==> config.mk <==
export PLATFORM = sky130hd
export DESIGN_NAME = fetch_unit
export DESIGN_NICKNAME = d
export VERILOG_FILES = /design/src/rtl/mips_fetch_pkg.sv /design/src/rtl/fetch_fifo.sv /design/src/rtl/fetch_unit.sv
export SDC_FILE = /design/constraint.sdc
export NUM_CORES = 1
export LEC_CHECK = 0
export CAP_MARGIN = 25
export CELL_PAD_IN_SITES_DETAIL_PLACEMENT = 0
export CELL_PAD_IN_SITES_GLOBAL_PLACEMENT = 1
export CORE_ASPECT_RATIO = 0.7
export CORE_UTILIZATION = 46
export CTS_CLUSTER_DIAMETER = 200
export DETAILED_ROUTE_END_ITERATION = 8
export PLACE_DENSITY = 0.91
export SKIP_CTS_REPAIR_TIMING = 1
export SYNTH_ARGS = -nofsm -noshare
export SYNTH_HDL_FRONTEND = slang
export SYNTH_SLANG_ARGS = --single-unit
==> constraint.sdc <==
create_clock -name clock -period 3.85 [get_ports clock]
set_input_delay 0.385 -clock clock [delete_from_list [all_inputs] [get_ports clock]]
set_output_delay 0.385 -clock clock [all_outputs]
set_load 0.1 [all_outputs]
==> src/rtl/mips_fetch_pkg.sv <==
// -----------------------------------------------------------------------------
// mips_fetch_pkg
//   Shared types and constants for the instruction fetch front-end.
//   - DEF_ADDR_W / DEF_INSTR_W : default PC and instruction widths
//   - PC_INCR                  : byte distance between sequential fetches
//   - fetch_state_t            : fetch sequencer states
//   - fetch_entry_t            : one buffered instruction tagged with its PC
// -----------------------------------------------------------------------------
package mips_fetch_pkg;

  localparam int DEF_ADDR_W  = 32;
  localparam int DEF_INSTR_W = 32;
  localparam int PC_INCR     = 4;

  typedef enum logic [1:0] {
    FETCH_RESET = 2'd0,
    FETCH_RUN   = 2'd1,
    FETCH_DRAIN = 2'd2
  } fetch_state_t;

  typedef struct packed {
    logic [DEF_ADDR_W-1:0]  pc;
    logic [DEF_INSTR_W-1:0] instr;
  } fetch_entry_t;

endpackage

==> src/rtl/fetch_fifo.sv <==
// -----------------------------------------------------------------------------
// fetch_fifo
//   Synchronous in-order FIFO of fetch_entry_t. Flush empties the FIFO and
//   takes priority over push and pop in the same cycle.
//   Ports:
//     clock, reset_n      : rising-edge clock, synchronous active-low reset
//     push, push_data     : write one entry (must not be full unless flushing)
//     pop                 : remove the head entry (ignored when empty)
//     flush               : discard all entries
//     head                : entry at the head (valid when !empty)
//     count, empty, full  : occupancy status
// -----------------------------------------------------------------------------
module fetch_fifo
  import mips_fetch_pkg::*;
#(
  parameter int DEPTH = 4
) (
  input  logic                         clock,
  input  logic                         reset_n,
  input  logic                         push,
  input  fetch_entry_t                 push_data,
  input  logic                         pop,
  input  logic                         flush,
  output fetch_entry_t                 head,
  output logic [$clog2(DEPTH+1)-1:0]   count,
  output logic                         empty,
  output logic                         full
);

  localparam int PTR_W = (DEPTH > 1) ? $clog2(DEPTH) : 1;
  localparam int CNT_W = $clog2(DEPTH + 1);
  localparam logic [PTR_W-1:0] LAST_PTR = PTR_W'(DEPTH - 1);

  fetch_entry_t     mem [DEPTH];
  logic [PTR_W-1:0] wr_ptr;
  logic [PTR_W-1:0] rd_ptr;
  logic             do_push;
  logic             do_pop;

  assign empty   = (count == '0);
  assign full    = (count == CNT_W'(DEPTH));
  assign do_push = push && !full && !flush;
  assign do_pop  = pop && !empty && !flush;
  assign head    = mem[rd_ptr];

  // NOTE: state registers use non-blocking assignments so every flop samples
  // the pre-edge values of the others, independent of block ordering.
  always_ff @(posedge clock) begin
    if (!reset_n || flush) begin
      wr_ptr <= '0;
      rd_ptr <= '0;
      count  <= '0;
    end else begin
      if (do_push) wr_ptr <= (wr_ptr == LAST_PTR) ? '0 : wr_ptr + PTR_W'(1);
      if (do_pop)  rd_ptr <= (rd_ptr == LAST_PTR) ? '0 : rd_ptr + PTR_W'(1);
      count <= count + CNT_W'(do_push) - CNT_W'(do_pop);
    end
  end

  // NOTE: storage is deliberately not reset; entries are only observable
  // through the pointers/count, which are, so resetting the array would only
  // add reset fan-out.
  always_ff @(posedge clock) begin
    if (do_push) mem[wr_ptr] <= push_data;
  end

  overflow_chk : assert property (@(posedge clock) disable iff (!reset_n)
    !(push && full && !flush));

endmodule

==> src/rtl/fetch_unit.sv <==
// -----------------------------------------------------------------------------
// fetch_unit
//   Instruction fetch front-end. Issues sequential word-aligned fetch requests
//   to an in-order, variable-latency instruction memory, buffers the returned
//   instructions with their PCs, and hands them to the datapath one per
//   valid/ready handshake. A redirect flushes the buffer and drops every
//   response still in flight for the old path.
//
//   Optional build macro: FETCH_PERF_COUNTERS_EN adds perf_fetched and
//   perf_dropped (32-bit saturating counters).
//
//   Ports:
//     clock, reset_n                   : clock, synchronous active-low reset
//     imem_req_valid/ready/addr        : fetch request channel
//     imem_rsp_valid/data              : in-order response, no backpressure
//     instr_valid/ready/data/pc        : instruction stream to the datapath
//     redirect_valid, redirect_pc      : one-cycle branch/jump redirect
//     perf_fetched, perf_dropped       : (optional) response counters
// -----------------------------------------------------------------------------
module fetch_unit
  import mips_fetch_pkg::*;
#(
  parameter int                ADDR_W   = DEF_ADDR_W,
  parameter int                INSTR_W  = DEF_INSTR_W,
  parameter int                DEPTH    = 4,
  parameter logic [ADDR_W-1:0] RESET_PC = '0
) (
  input  logic               clock,
  input  logic               reset_n,
  output logic               imem_req_valid,
  input  logic               imem_req_ready,
  output logic [ADDR_W-1:0]  imem_req_addr,
  input  logic               imem_rsp_valid,
  input  logic [INSTR_W-1:0] imem_rsp_data,
  output logic               instr_valid,
  input  logic               instr_ready,
  output logic [INSTR_W-1:0] instr_data,
  output logic [ADDR_W-1:0]  instr_pc,
  input  logic               redirect_valid,
  input  logic [ADDR_W-1:0]  redirect_pc
`ifdef FETCH_PERF_COUNTERS_EN
  ,
  output logic [31:0]        perf_fetched,
  output logic [31:0]        perf_dropped
`endif
);

  localparam int CNT_W = $clog2(DEPTH + 1);
  localparam logic [ADDR_W-1:0] INCR     = ADDR_W'(PC_INCR);
  localparam logic [ADDR_W-1:0] LOW_MASK = ADDR_W'(PC_INCR - 1);

  fetch_state_t      state;
  fetch_state_t      state_next;
  logic [ADDR_W-1:0] fetch_pc;
  logic [ADDR_W-1:0] rsp_pc;
  logic [ADDR_W-1:0] redirect_target;
  logic [CNT_W-1:0]  outstanding;
  logic [CNT_W-1:0]  outstanding_next;
  logic [CNT_W-1:0]  drop_cnt;
  logic [CNT_W-1:0]  drop_cnt_next;
  logic [CNT_W-1:0]  fifo_count;
  logic [CNT_W:0]    credit_used;
  logic              req_hs;
  logic              rsp_keep;
  logic              rsp_drop;
  logic              fifo_empty;
  logic              fifo_full;
  fetch_entry_t      push_entry;
  fetch_entry_t      head_entry;

  // Credits cover both buffered entries and requests whose responses have not
  // yet returned, so a returning response always finds a free FIFO slot.
  assign credit_used    = {1'b0, fifo_count} + {1'b0, outstanding};
  assign imem_req_valid = (state != FETCH_RESET) && (credit_used < (CNT_W+1)'(DEPTH));
  assign imem_req_addr  = fetch_pc;
  assign req_hs         = imem_req_valid && imem_req_ready;

  // A response landing in a redirect cycle belongs to the old path.
  assign rsp_keep = imem_rsp_valid && !redirect_valid && (drop_cnt == '0);
  assign rsp_drop = imem_rsp_valid && !redirect_valid && (drop_cnt != '0);

  assign outstanding_next = outstanding + CNT_W'(req_hs) - CNT_W'(imem_rsp_valid);
  assign redirect_target  = redirect_pc & ~LOW_MASK;

  // NOTE: every signal assigned in always_comb gets a default first so no
  // path leaves it unassigned and no latch is inferred.
  always_comb begin
    drop_cnt_next = drop_cnt;
    state_next    = state;
    if (redirect_valid) begin
      // Everything still in flight after this cycle (including a request
      // accepted right now) was fetched for the old path.
      drop_cnt_next = outstanding_next;
      state_next    = (outstanding_next != '0) ? FETCH_DRAIN : FETCH_RUN;
    end else begin
      if (rsp_drop) drop_cnt_next = drop_cnt - CNT_W'(1);
      case (state)
        FETCH_RESET: state_next = FETCH_RUN;
        FETCH_RUN:   state_next = FETCH_RUN;
        FETCH_DRAIN: if (drop_cnt_next == '0) state_next = FETCH_RUN;
        default:     state_next = FETCH_RESET;
      endcase
    end
  end

  always_ff @(posedge clock) begin
    if (!reset_n) begin
      state       <= FETCH_RESET;
      fetch_pc    <= RESET_PC;
      rsp_pc      <= RESET_PC;
      outstanding <= '0;
      drop_cnt    <= '0;
    end else begin
      state       <= state_next;
      outstanding <= outstanding_next;
      drop_cnt    <= drop_cnt_next;
      if (redirect_valid) begin
        fetch_pc <= redirect_target;
        rsp_pc   <= redirect_target;
      end else begin
        if (req_hs)   fetch_pc <= fetch_pc + INCR;
        if (rsp_keep) rsp_pc   <= rsp_pc + INCR;
      end
    end
  end

  assign push_entry = '{pc: rsp_pc, instr: imem_rsp_data};

  fetch_fifo #(
    .DEPTH(DEPTH)
  ) u_fifo (
    .clock     (clock),
    .reset_n   (reset_n),
    .push      (rsp_keep),
    .push_data (push_entry),
    .pop       (instr_valid && instr_ready),
    .flush     (redirect_valid),
    .head      (head_entry),
    .count     (fifo_count),
    .empty     (fifo_empty),
    .full      (fifo_full)
  );

  // Outputs read zero whenever nothing is buffered, which also gives the
  // required zero values right after reset without resetting FIFO storage.
  assign instr_valid = !fifo_empty;
  assign instr_data  = fifo_empty ? '0 : head_entry.instr;
  assign instr_pc    = fifo_empty ? '0 : head_entry.pc;

  credit_chk : assert property (@(posedge clock) disable iff (!reset_n)
    rsp_keep |-> !fifo_full);

`ifdef FETCH_PERF_COUNTERS_EN
  always_ff @(posedge clock) begin
    if (!reset_n) begin
      perf_fetched <= '0;
      perf_dropped <= '0;
    end else begin
      if (rsp_keep && (perf_fetched != '1)) perf_fetched <= perf_fetched + 32'd1;
      if (rsp_drop && (perf_dropped != '1)) perf_dropped <= perf_dropped + 32'd1;
    end
  end
`endif

endmodule

==> metrics.md, run 1 <==
| Metric | Value |
|---|---|
| Status | completed |
| Antenna-violating nets left | 0 |
| WHS | between 0.4 and 0.5 ns |
| Routed vias/inst | roughly 5.6 |
| Share of synthesized area occupied by flip-flops and latches | 0.6590 |
| Number of H-tree levels | 1 |
| Initial antenna violation count | 0 |
| Die area | approximately 0.03 mm^2 |
| Count of mapped cells out of synthesis | 916 |
| Path depth of the worst reg2reg path | 13 |
| Setup slack on the worst flop-to-flop path | 0.80 ns |
| Leading cell type in the layout, fill and taps excluded | edfxtp_1 |
| Source-to-sink clock delay at the later pin of the worst-skew pair | 0.57 ns |
| Number of cells in the design after placement | 1,425 |
| Count of nets after finishing | 1,166 |
| Clock slew at the register clock pins of the worst setup and hold paths | about 0.070 ns |
| Leakage dissipation | between 5 and 6 nW |
| Async set-reset flop share out of synthesis | 0 |
| Setup repair after global routing missed its margin | false |
| Max Root-Sink Buffers | 3 |
| Critical Path Source Type | register |
| Setup TNS after final layout | 0 ns |
| Reg-to-Reg Start | u_fifo.count[2]$_SDFF_PP0_ |
| Critical path peak fanout | 6 |
| Vias in the first global route | 8,227 |
| Yosys Warn Count | 0 |
| Post-synth EDFFs | around 250 |
| Top cells by area in the synthesized netlist | edfxtp_1 55%, dfxtp_1 11%, mux4_2 10% |
| Setup skew after layout | 0.01176 ns |
| Smallest setup slack after layout | between 0.7 and 0.8 ns |
| Total track usage | 0.1999 |
| Worst EP required | ~4.3 ns |
| Die Wd | 207.8 um |
| Routability Congestion | roughly 0.85 |
| Total number of vias | 8,299 |
| Leading register cell type out of synthesis | edfxtp_1 |
| Synthesis-stage register bit count | 325 |
| Maximum achievable frequency | 327.8 MHz |
| Filler-free cell count of the finished design | about 1.5k |
| HPWL after detailed placement | 19,370 um |
| Root Driver | clkbuf_16 |
| Global-route wire length before repair | roughly 47,000 um |
| Min Tclk post-route | a little over 3 ns |
| Worst slew slack as a fraction of its limit | 0.3378 |
| Final setup violation count | 0 |
| Die boundary height | about 150 um |
| Number of max-slew violations in the final report | 0 |
| Critical path arrival | ~3.5 ns |
| Hold path cells | 1 |
| VDD IR-drop max | around 0.29 mV |
| Detail-routed net length per standard cell | 20.33 um |
| Remaining global-route overflow | 0 |
| Reg-to-Reg End | state[0]$_SDFFE_PN0P_ |
| Maximum number of pins on one net before global-route repair | 65 |
| Effective utilization at floorplan | 0.4701 |
| Standard cell core area | about 0.029 mm^2 |
| Worst hold endpoint | u_fifo.mem[1][25]$_DFFE_PP_ |
| Post-Synthesis Cell Area | between 0.01 and 0.015 mm^2 |
| Placement Setup Slack | around 0.83 ns |
| Largest area contributor in the synthesized netlist | edfxtp_1 |
| Row count | 52 |
| Type of the worst setup path | register to register |
| Number of buffers added by the clock tree synthesis step | 30 |
| Worst hold-check path type | primary input to register |
| Total Power | about 8.3 mW |
| Mean instance size in the synthesized netlist | around 15 um^2 |
| Final cycle utilization of the critical path | 0.7925 |
| Io pins | between 150 and 200 |
| Number of diodes | 0 |
| Number of remaining DRC errors | 0 |
| 1st-iter DRT viols | around 720 |
| Number of clock sinks seen by CTS | between 300 and 400 |
| Number of violations of the max-capacitance limit | 0 |
| Worst hold start | imem_rsp_data[25] |
| Count of different cell masters after synthesis | 65 |
| Fill cells | roughly 2.2k |
| Final hold viol count | 0 |
| Synth top area share | 0.5460 |
| Post-detailed-routing wire length | ~30,000 um |
| Setup crit end kind | register |
| Layout cell share with drive strength beyond 1 | 0.1840 |
| Synth-to-layout area growth | 21.48% |
| Commonest non-fill, non-tap cells in the layout | 248 x edfxtp_1, 97 x clkdlybuf4s50_1, 75 x dfxtp_1, 72 x and2_1, 72 x buf_4 |
| Clock tree from TritonCTS | yes |
| First-pass DRT Iterations | 5 |
| Slew @ Worst Pin | between 0.9 and 1 ns |
| Total power divided by cell area | approximately 500 mW/mm^2 |
| Port Buf Inserts | between 150 and 200 |
[flip-flops by register name (all words and copies together), names as in the netlist, named ones only]
name	count
imem_req_addr	30
u_fifo.count	3
u_fifo.wr_ptr	2
rsp_pc	30
outstanding	3
u_fifo.mem	248
state	2
u_fifo.rd_ptr	2
drop_cnt	3
[power by group]
group	switching [mW]	total [mW]	internal, mW	leakage (nW)
Combinational	0.880	1.27	0.394	2.14
Sequential	0.120	4.05	3.93	2.90
Clock	1.28	2.98	1.71	0.483
Total	2.28	8.31	6.03	5.53
[through the flow]
step | utilization | cell area, um^2
after global routing | 0.5711 | 16570
after floorplan | - | 13650
after CTS | 0.5711 | 16570
after global placement | 0.5366 | 15570
after detailed placement | 0.5366 | 15570
final | 0.5711 | 16570
[cells in the mapped netlist, drive strengths merged (3+ instances only)]
| cell | number |
|---|---|
| o211a | 3 |
| edfxtp | 248 |
| o22ai | 3 |
| and2 | 77 |
| clkbuf | 32 |
| nand4 | 19 |
| mux2i | 4 |
| or3 | 5 |
| o21ai | 32 |
| inv | 15 |
| o311ai | 5 |
| a211oi | 3 |
| nor4 | 15 |
| a21oi | 39 |
| nand3 | 25 |
| buf | 16 |
| nand2 | 49 |
| and4 | 11 |
| dfxtp | 77 |
| ha | 15 |
| mux4 | 62 |
| o21a | 6 |
| nor2 | 32 |
| and3 | 12 |
| xor2 | 13 |
| o31ai | 3 |
| a31oi | 6 |
| a21boi | 6 |
| xnor2 | 27 |
| nor3 | 19 |
[cell families after synthesis]
kind of cell,after synthesis,synth area share
muxes,67,0.1061
adders and majority gates,17,0.01669
and+or+nand+nor,282,0.1166
AOI/OAI and AO/OA,119,0.05394
xor gates and xnor gates,40,0.02568
buffers and inverters,65,0.02174
DFF,325,0.6590
other,1,0.0002749
[layer usage]
layer | vias to the layer above | share of wire | track usage
met4 | 0 | 0.014 | 0.03889
met3 | 28 | 0.067 | 0.03829
met5 | - | 0 | 0
met2 | 276 | 0.44 | 0.2985
li1 | 3865 | - | -
met1 | 4130 | 0.48 | 0.3066
[layout make-up]
| cell class | count | area, um^2 | area share |
|---|---|---|---|
| Clock inverter | 21 | 230.2 | 0.01389 |
| Sequential cell | 325 | 8994 | 0.5427 |
| Inverter | 16 | 60.06 | 0.003624 |
| Tap cell | 378 | 473.0 | 0.02854 |
| Timing Repair Buffer | 177 | 1672 | 0.1009 |
| Multi-Input combinational cell | 529 | 4373 | 0.2639 |
| Clock buffer | 35 | 769.5 | 0.04644 |
[worst max path at each step]
stage	cells after the start	to	slack, ns	start
floorplan	13	state[0]$_SDFFE_PN0P_	0.22	u_fifo.count[2]$_SDFF_PP0_
global placement	13	state[0]$_SDFFE_PN0P_	0.84	u_fifo.count[2]$_SDFF_PP0_
detailed placement	13	state[0]$_SDFFE_PN0P_	0.83	u_fifo.count[2]$_SDFF_PP0_
CTS	4	instr_data[17]	0.80	register
global route	13	state[0]$_SDFFE_PN0P_	0.56	u_fifo.count[2]$_SDFF_PP0_
finish	13	state[0]$_SDFFE_PN0P_	0.80	u_fifo.count[2]$_SDFF_PP0_
[worst max-delay path, stage by stage, from the launching register on]
cell and delay, ns:
dfxtp_1 0.38, ha_1 0.27, nor3_4 0.22, and3_1 0.26, nand2_1 0.15, ha_1 0.30, inv_1 0.06, ha_1 0.13
inv_1 0.05, fa_1 0.37, xor2_1 0.16, xnor2_1 0.16, and4b_1 0.22, a22o_1 0.22
Note: power is estimated with default switching activity, not from simulation.
==> inputs of run 2 (changes only) <==
CORE_UTILIZATION = 42   (was 46)
PLACE_DENSITY = 0.88   (was 0.91)
clock period = 2.8 ns   (was 3.85 ns; I/O delays follow)
==> run 2 against run 1 <==
  * Clock power grew 34%
  * Largest cell class unchanged
  * Sequential share of layout area is 3.1 points lower
  * Critical path depth unchanged
  * Largest power group unchanged
  * Highest routed layer unchanged
  * Hold slack worse by 0.11 ns
  * Die area grew 9.4%
  * Utilization shrank 1.4 points
  * Non-clock buffer count grew 33
==> metrics.md, run 2 (synthesized netlist as in run 1, its figures left out) <==
| Metric | Value |
|---|---|
| Setup TNS after final layout | 0 ns |
| Number of buffers added by the clock tree synthesis step | 30 |
| Number of max-slew violations in the final report | 0 |
| Slew @ Worst Pin | 0.6439 ns |
| Layout cell share with drive strength beyond 1 | 0.2434 |
| Clock tree from TritonCTS | yes |
| Worst hold endpoint | u_fifo.mem[3][30]$_DFFE_PP_ |
| Final core occ | 0.5572 |
| Total Power | around 12 mW |
| Total track usage | 0.1876 |
| Clock power share | 0.345 |
| Status | completed |
| Crit-path max cell delay | about 0.37 ns |
| Antenna-violating nets left | 0 |
| Switch share | 0.2753 |
| Final hold viol count | 0 |
| Worst slew slack as a fraction of its limit | 0.5707 |
| Maximum number of pins on one net before global-route repair | 65 |
| Io pins | between 150 and 200 |
| Reg-to-Reg Start | u_fifo.count[2]$_SDFF_PP0_ |
| Post-detailed-routing wire length | ~31,000 um |
| Worst hold start | imem_rsp_data[30] |
| Count of nets after finishing | 1,199 |
| Largest Register | u_fifo.mem |
| Commonest non-fill, non-tap cells in the layout | 248 x edfxtp_1, 73 x buf_4, 72 x and2_1, 72 x dfxtp_1, 70 x buf_12 |
| Combined area of the multi-input logic cells | about 0.0044 mm^2 |
| Critical path peak fanout | 4 |
| Max Root-Sink Buffers | 3 |
| Row count | between 50 and 60 |
| Remaining global-route overflow | 0 |
| Critical path arrival | approximately 3.2 ns |
| Die Wd | around 220 um |
| Fill cells | 2,479 |
| Routed vias/inst | about 5.5 |
| Effective utilization at floorplan | 0.4323 |
| Standard cell core area | 0.03155 mm^2 |
| Final setup violation count | 0 |
| Setup slack on the worst flop-to-flop path | 0.11 ns |
| Storage cell area | ~0.009 mm^2 |
| Filler-free cell count of the finished design | approximately 1.6k |
| Comb power frac | 0.171 |
| Initial antenna violation count | 0 |
| Total number of vias | 8,521 |
| Worst hold-check path type | primary input to register |
| Critical Path Source Type | register |
| Clock slew at the register clock pins of the worst setup and hold paths | 0.07 ns |
| Setup repair after global routing missed its margin | true |
| Net switching component of the power | around 3.2 mW |
| Setup skew after layout | approximately 0.013 ns |
| Vias in the first global route | 8,264 |
| Number of clock sinks seen by CTS | 325 |
| Number of remaining DRC errors | 0 |
| Routability Congestion | 0.8697 |
| Detail-routed net length per standard cell | between 20 and 25 um |
| List of cells traversed by the critical path | ha_4 > nor3_4 > and3_4 > nand2_4 > ha_4 > inv_1 > ha_1 > inv_1 > fa_2 > xor2_1 > xnor2_1 > and4b_1 > a22o_1 |
| Number of diodes | 0 |
| First-pass DRT Iterations | 5 |
| VDD IR-drop max | roughly 0.43 mV |
| Number of violations of the max-capacitance limit | 0 |
| Hold path cells | 1 |
| Type of the worst setup path | register to register |
| Number of cells in the design after placement | around 1.5k |
| Min Tclk post-route | 2.691 ns |
| Number of flip-flops under the largest register name | 248 |
| Global-route wire length before repair | just under 50,000 um |
| Die boundary height | 152.8 um |
| Total power divided by cell area | 655.9 mW/mm^2 |
| Reg-to-Reg End | state[0]$_SDFFE_PN0P_ |
| Die area | 0.03321 mm^2 |
| Worst EP required | 3.27 ns |
| 1st-iter DRT viols | approximately 800 |
| WHS | 0.3373 ns |
| Slowest stage cell, crit path | dfxtp_2 |
| Path depth of the worst reg2reg path | 13 |
| Port Buf Inserts | 161 |
| Maximum achievable frequency | between 300 and 400 MHz |
| Leakage dissipation | approximately 5.9 nW |
| Fraction of power consumed by sequential logic | 0.483 |
| Leading cell type in the layout, fill and taps excluded | edfxtp_1 |
| Source-to-sink clock delay at the later pin of the worst-skew pair | 0.58 ns |
| Cell-internal power | 8.357 mW |
| Final cycle utilization of the critical path | 0.9610 |
| Root Driver | clkbuf_16 |
| Setup crit end kind | register |
| Synth-to-layout area growth | 28.89% |
| Number of H-tree levels | 1 |
| HPWL after detailed placement | around 21,000 um |
run 2: changes by cell type in the layout (fill, tap and decap cells not counted), moves of 3 or more:
cell	before	now
buf_12	8	70
clkdlybuf4s50_1	97	67
clkinv_1	8	4
clkbuf_8	0	3
clkinv_2	6	9
dfxtp_1	75	72
dfxtp_2	1	4
run 2: cell type report:
type | instances | share of cell area
flip-flops and latches | 325 | 0.5117
multi-input cells | 529 | 0.2510
repair buffers | 210 | 0.1490
clock buffers | 38 | 0.04611
well taps | 420 | 0.02989
clock inverters | 16 | 0.008824
inverters | 16 | 0.003416
run 2: power groups by stage:
stage               Sequential, mW  Combinational (mW)  Clock, mW
global route                  5.59                2.08       4.27
global placement              5.66                1.96          0
CTS                           5.57                1.99       4.07
detailed placement            5.67                1.98          0
floorplan                     5.83                1.10          0
finish                        5.57                1.98       3.98
run 2: routing by layer:
metal	up-vias	global-route usage	wire length [um]
met4	0	0.03454	512
met1	4227	0.2865	14320
li1	3927	-	-
met2	327	0.2795	13850
met5	-	0	0
met3	40	0.03573	2408
run 2: how the worst max path moves through the flow:
stage               slack, ns                  startpoint                     to  cells past startpoint
global route           -0.008  u_fifo.count[2]$_SDFF_PP0_  state[0]$_SDFFE_PN0P_                     13
finish                   0.11  u_fifo.count[2]$_SDFF_PP0_  state[0]$_SDFFE_PN0P_                     13
detailed placement       0.11   outstanding[1]$_SDFF_PN0_  state[0]$_SDFFE_PN0P_                     13
floorplan               -0.10   outstanding[2]$_SDFF_PN0_  state[0]$_SDFFE_PN0P_                     13
global placement         0.12  u_fifo.count[2]$_SDFF_PP0_  state[0]$_SDFFE_PN0P_                     13
CTS                      0.07                    register         instr_data[24]                      4
run 2: worst max-delay path: cells and delay by family, from the launching register on:
| kind | cells | cell delay (ns) |
|---|---|---|
| compound gates | 1 | 0.22 |
| xor+xnor | 2 | 0.32 |
| fa+ha+maj | 4 | 0.88 |
| buf+inv | 2 | 0.10 |
| flops | 1 | 0.37 |
| simple gates | 4 | 0.70 |
run 2: metrics by stage:
| step | instance area [um^2] | setup slack (ns) |
|---|---|---|
| after floorplan | 13700 | -0.1013 |
| after global placement | 16570 | 0.1162 |
| after detailed placement | 16570 | 0.1088 |
| after CTS | 17540 | 0.06891 |
| after global routing | 17580 | -0.008004 |
| final | 17580 | 0.1091 |
==> inputs of run 3 (changes only) <==
CORE_MARGIN = 5   (was not set)
==> run 3 against run 2 <==
  * Die area is 9.1% higher
  * Highest routed layer unchanged
  * Register-to-register slack better by 0.02 ns
  * Non-clock buffer count is 8 lower
  * Combinational power hardly changed
  * Critical path depth stayed put
  * Routed wire length is 2.6% higher
  * Clock power is 8.3% higher
  * Hold slack hardly changed
  * Cell count is 0.19% higher
==> metrics.md, run 3 (synthesized netlist as in run 1, its figures left out) <==
| Metric | Value |
|---|---|
| Die Wd | 225.4 um |
| Number of flip-flops under the largest register name | around 250 |
| Maximum number of pins on one net before global-route repair | 65 |
| Vias in the first global route | between 8k and 9k |
| Clock power share | 0.364 |
| Synth-to-layout area growth | 27.40% |
| Die boundary height | around 160 um |
| Number of violations of the max-capacitance limit | 0 |
| Total number of vias | ~8.5k |
| Post-Place Cell Area | ~0.016 mm^2 |
| Setup repair after global routing missed its margin | false |
| Leading cell type in the layout, fill and taps excluded | edfxtp_1 |
| Number of max-slew violations in the final report | 0 |
| Total Power | 11.82 mW |
| Net switching component of the power | 3.225 mW |
| Standard cell core area | around 0.032 mm^2 |
| HPWL after detailed placement | approximately 21,000 um |
| Min Tclk post-route | about 2.7 ns |
| Critical path arrival | about 3.1 ns |
| Number of H-tree levels | 1 |
| Number of buffers added by the clock tree synthesis step | 31 |
| Max Root-Sink Buffers | 3 |
| Port Buf Inserts | 161 |
| Detail-routed net length per standard cell | 20.49 um |
| VDD IR-drop max | between 0.4 and 0.5 mV |
| Maximum achievable frequency | 374.3 MHz |
| Routability Congestion | around 0.9 |
| Row count | 55 |
| Clock tree from TritonCTS | yes |
| Io pins | 168 |
| Number of clock sinks seen by CTS | 325 |
| Type of the worst setup path | register to register |
| Worst slew slack as a fraction of its limit | 0.5927 |
| 1st-iter DRT viols | 742 |
| List of cells traversed by the critical path | ha_4 > nor3_4 > and3_4 > nand2_8 > ha_4 > inv_1 > ha_1 > inv_1 > fa_2 > xor2_1 > xnor2_1 > and4b_1 > a22o_1 |
| Global-route wire length before repair | between 40,000 and 50,000 um |
| Effective utilization at floorplan | 0.4235 |
| Antenna-violating nets left | 0 |
| Worst hold-check path type | primary input to register |
| Die area | approximately 0.036 mm^2 |
| Comb power frac | 0.165 |
| Fraction of power consumed by sequential logic | 0.471 |
| Clock slew at the register clock pins of the worst setup and hold paths | 0.07 ns |
| Final hold viol count | 0 |
| Final setup violation count | 0 |
| Largest Register | u_fifo.mem |
| Summed area of non-filler cells in the final layout | 0.01738 mm^2 |
| Root Driver | clkbuf_16 |
| Slowest stage cell, crit path | dfxtp_4 |
| Commonest non-fill, non-tap cells in the layout | 248 x edfxtp_1, 85 x buf_4, 73 x dfxtp_1, 72 x and2_1, 67 x clkdlybuf4s50_1 |
| Number of remaining DRC errors | 0 |
| Total power divided by cell area | just under 700 mW/mm^2 |
| Layout cell share with drive strength beyond 1 | 0.2381 |
| Critical Path Source Type | register |
| Count of nets after finishing | around 1.2k |
| Critical path peak fanout | 4 |
| Status | completed |
| Filler-free cell count of the finished design | 1,557 |
| Number of cells in the design after placement | approximately 1.5k |
| First-pass DRT Iterations | 7 |
| Leakage dissipation | 5.850 nW |
| Worst EP required | 3.27 ns |
| Crit-path max cell delay | about 0.36 ns |
| Number of diodes | 0 |
| Total track usage | 0.1733 |
| Setup crit end kind | register |
| WHS | 0.3375 ns |
| Remaining global-route overflow | 0 |
| Initial antenna violation count | 0 |
| Setup skew after layout | about 0.011 ns |
| Setup TNS after final layout | 0 ns |
| Post-detailed-routing wire length | 31,910 um |
| Routed vias/inst | 5.490 |
| Slew @ Worst Pin | 0.6109 ns |
| Cell-internal power | roughly 8.6 mW |
| Final cycle utilization of the critical path | 0.9541 |
| Source-to-sink clock delay at the later pin of the worst-skew pair | around 0.58 ns |
| Setup slack on the worst flop-to-flop path | around 0.13 ns |
| Switch share | 0.2729 |
[run 3: area by class of cell]
cell class                      instances  area, um^2
Multi-Input combinational cell        529        4422
Fill cell                            2634       14830
Inverter                               16       60.06
Timing Repair Buffer                  202        2310
Clock inverter                         19       206.4
Tap cell                              427       534.3
Sequential cell                       325        8999
Clock buffer                           39       847.1
[run 3: stage by stage]
stage	setup WS, ns	util
after CTS	-0.02382	0.5383
after global routing	0.007157	0.5396
after detailed placement	0.08547	0.5056
after floorplan	-0.1013	-
after global placement	0.1036	0.5056
final	0.1285	0.5396
[run 3: power groups by stage]
stage | clock (mW) | combinational, mW | sequential (mW)
after global routing | 4.65 | 2.05 | 5.58
after CTS | 4.43 | 1.94 | 5.56
final | 4.31 | 1.95 | 5.56
after detailed placement | 0 | 1.93 | 5.67
after global placement | 0 | 1.91 | 5.65
after floorplan | 0 | 1.10 | 5.83
[run 3: per-layer routing]
layer | part of all wire | global-route usage
met4 | 0.015 | 0.02777
met3 | 0.075 | 0.03526
met5 | 0 | 0
met2 | 0.46 | 0.2710
met1 | 0.45 | 0.2577
[run 3: worst paths after layout]
| check | startpoint | to | cells past startpoint |
|---|---|---|---|
| max | outstanding[2]$_SDFF_PN0_ | state[0]$_SDFFE_PN0P_ | 13 |
| min | imem_rsp_data[28] | u_fifo.mem[0][28]$_DFFE_PP_ | 1 |
| max reg2reg | outstanding[2]$_SDFF_PN0_ | state[0]$_SDFFE_PN0P_ | 13 |
| min reg2reg | u_fifo.rd_ptr[1]$_SDFFE_PP0P_ | register | 2 |
[run 3: worst max-delay path, delay by kind of cell, from the launching register on]
kind / cells / cell delay [ns]
DFF: 1 / 0.36
and+or+nand+nor: 4 / 0.67
AOI/OAI and AO/OA: 1 / 0.22
buffers and inverters: 2 / 0.10
adders and majority gates: 4 / 0.91
xor gates and xnor gates: 2 / 0.31
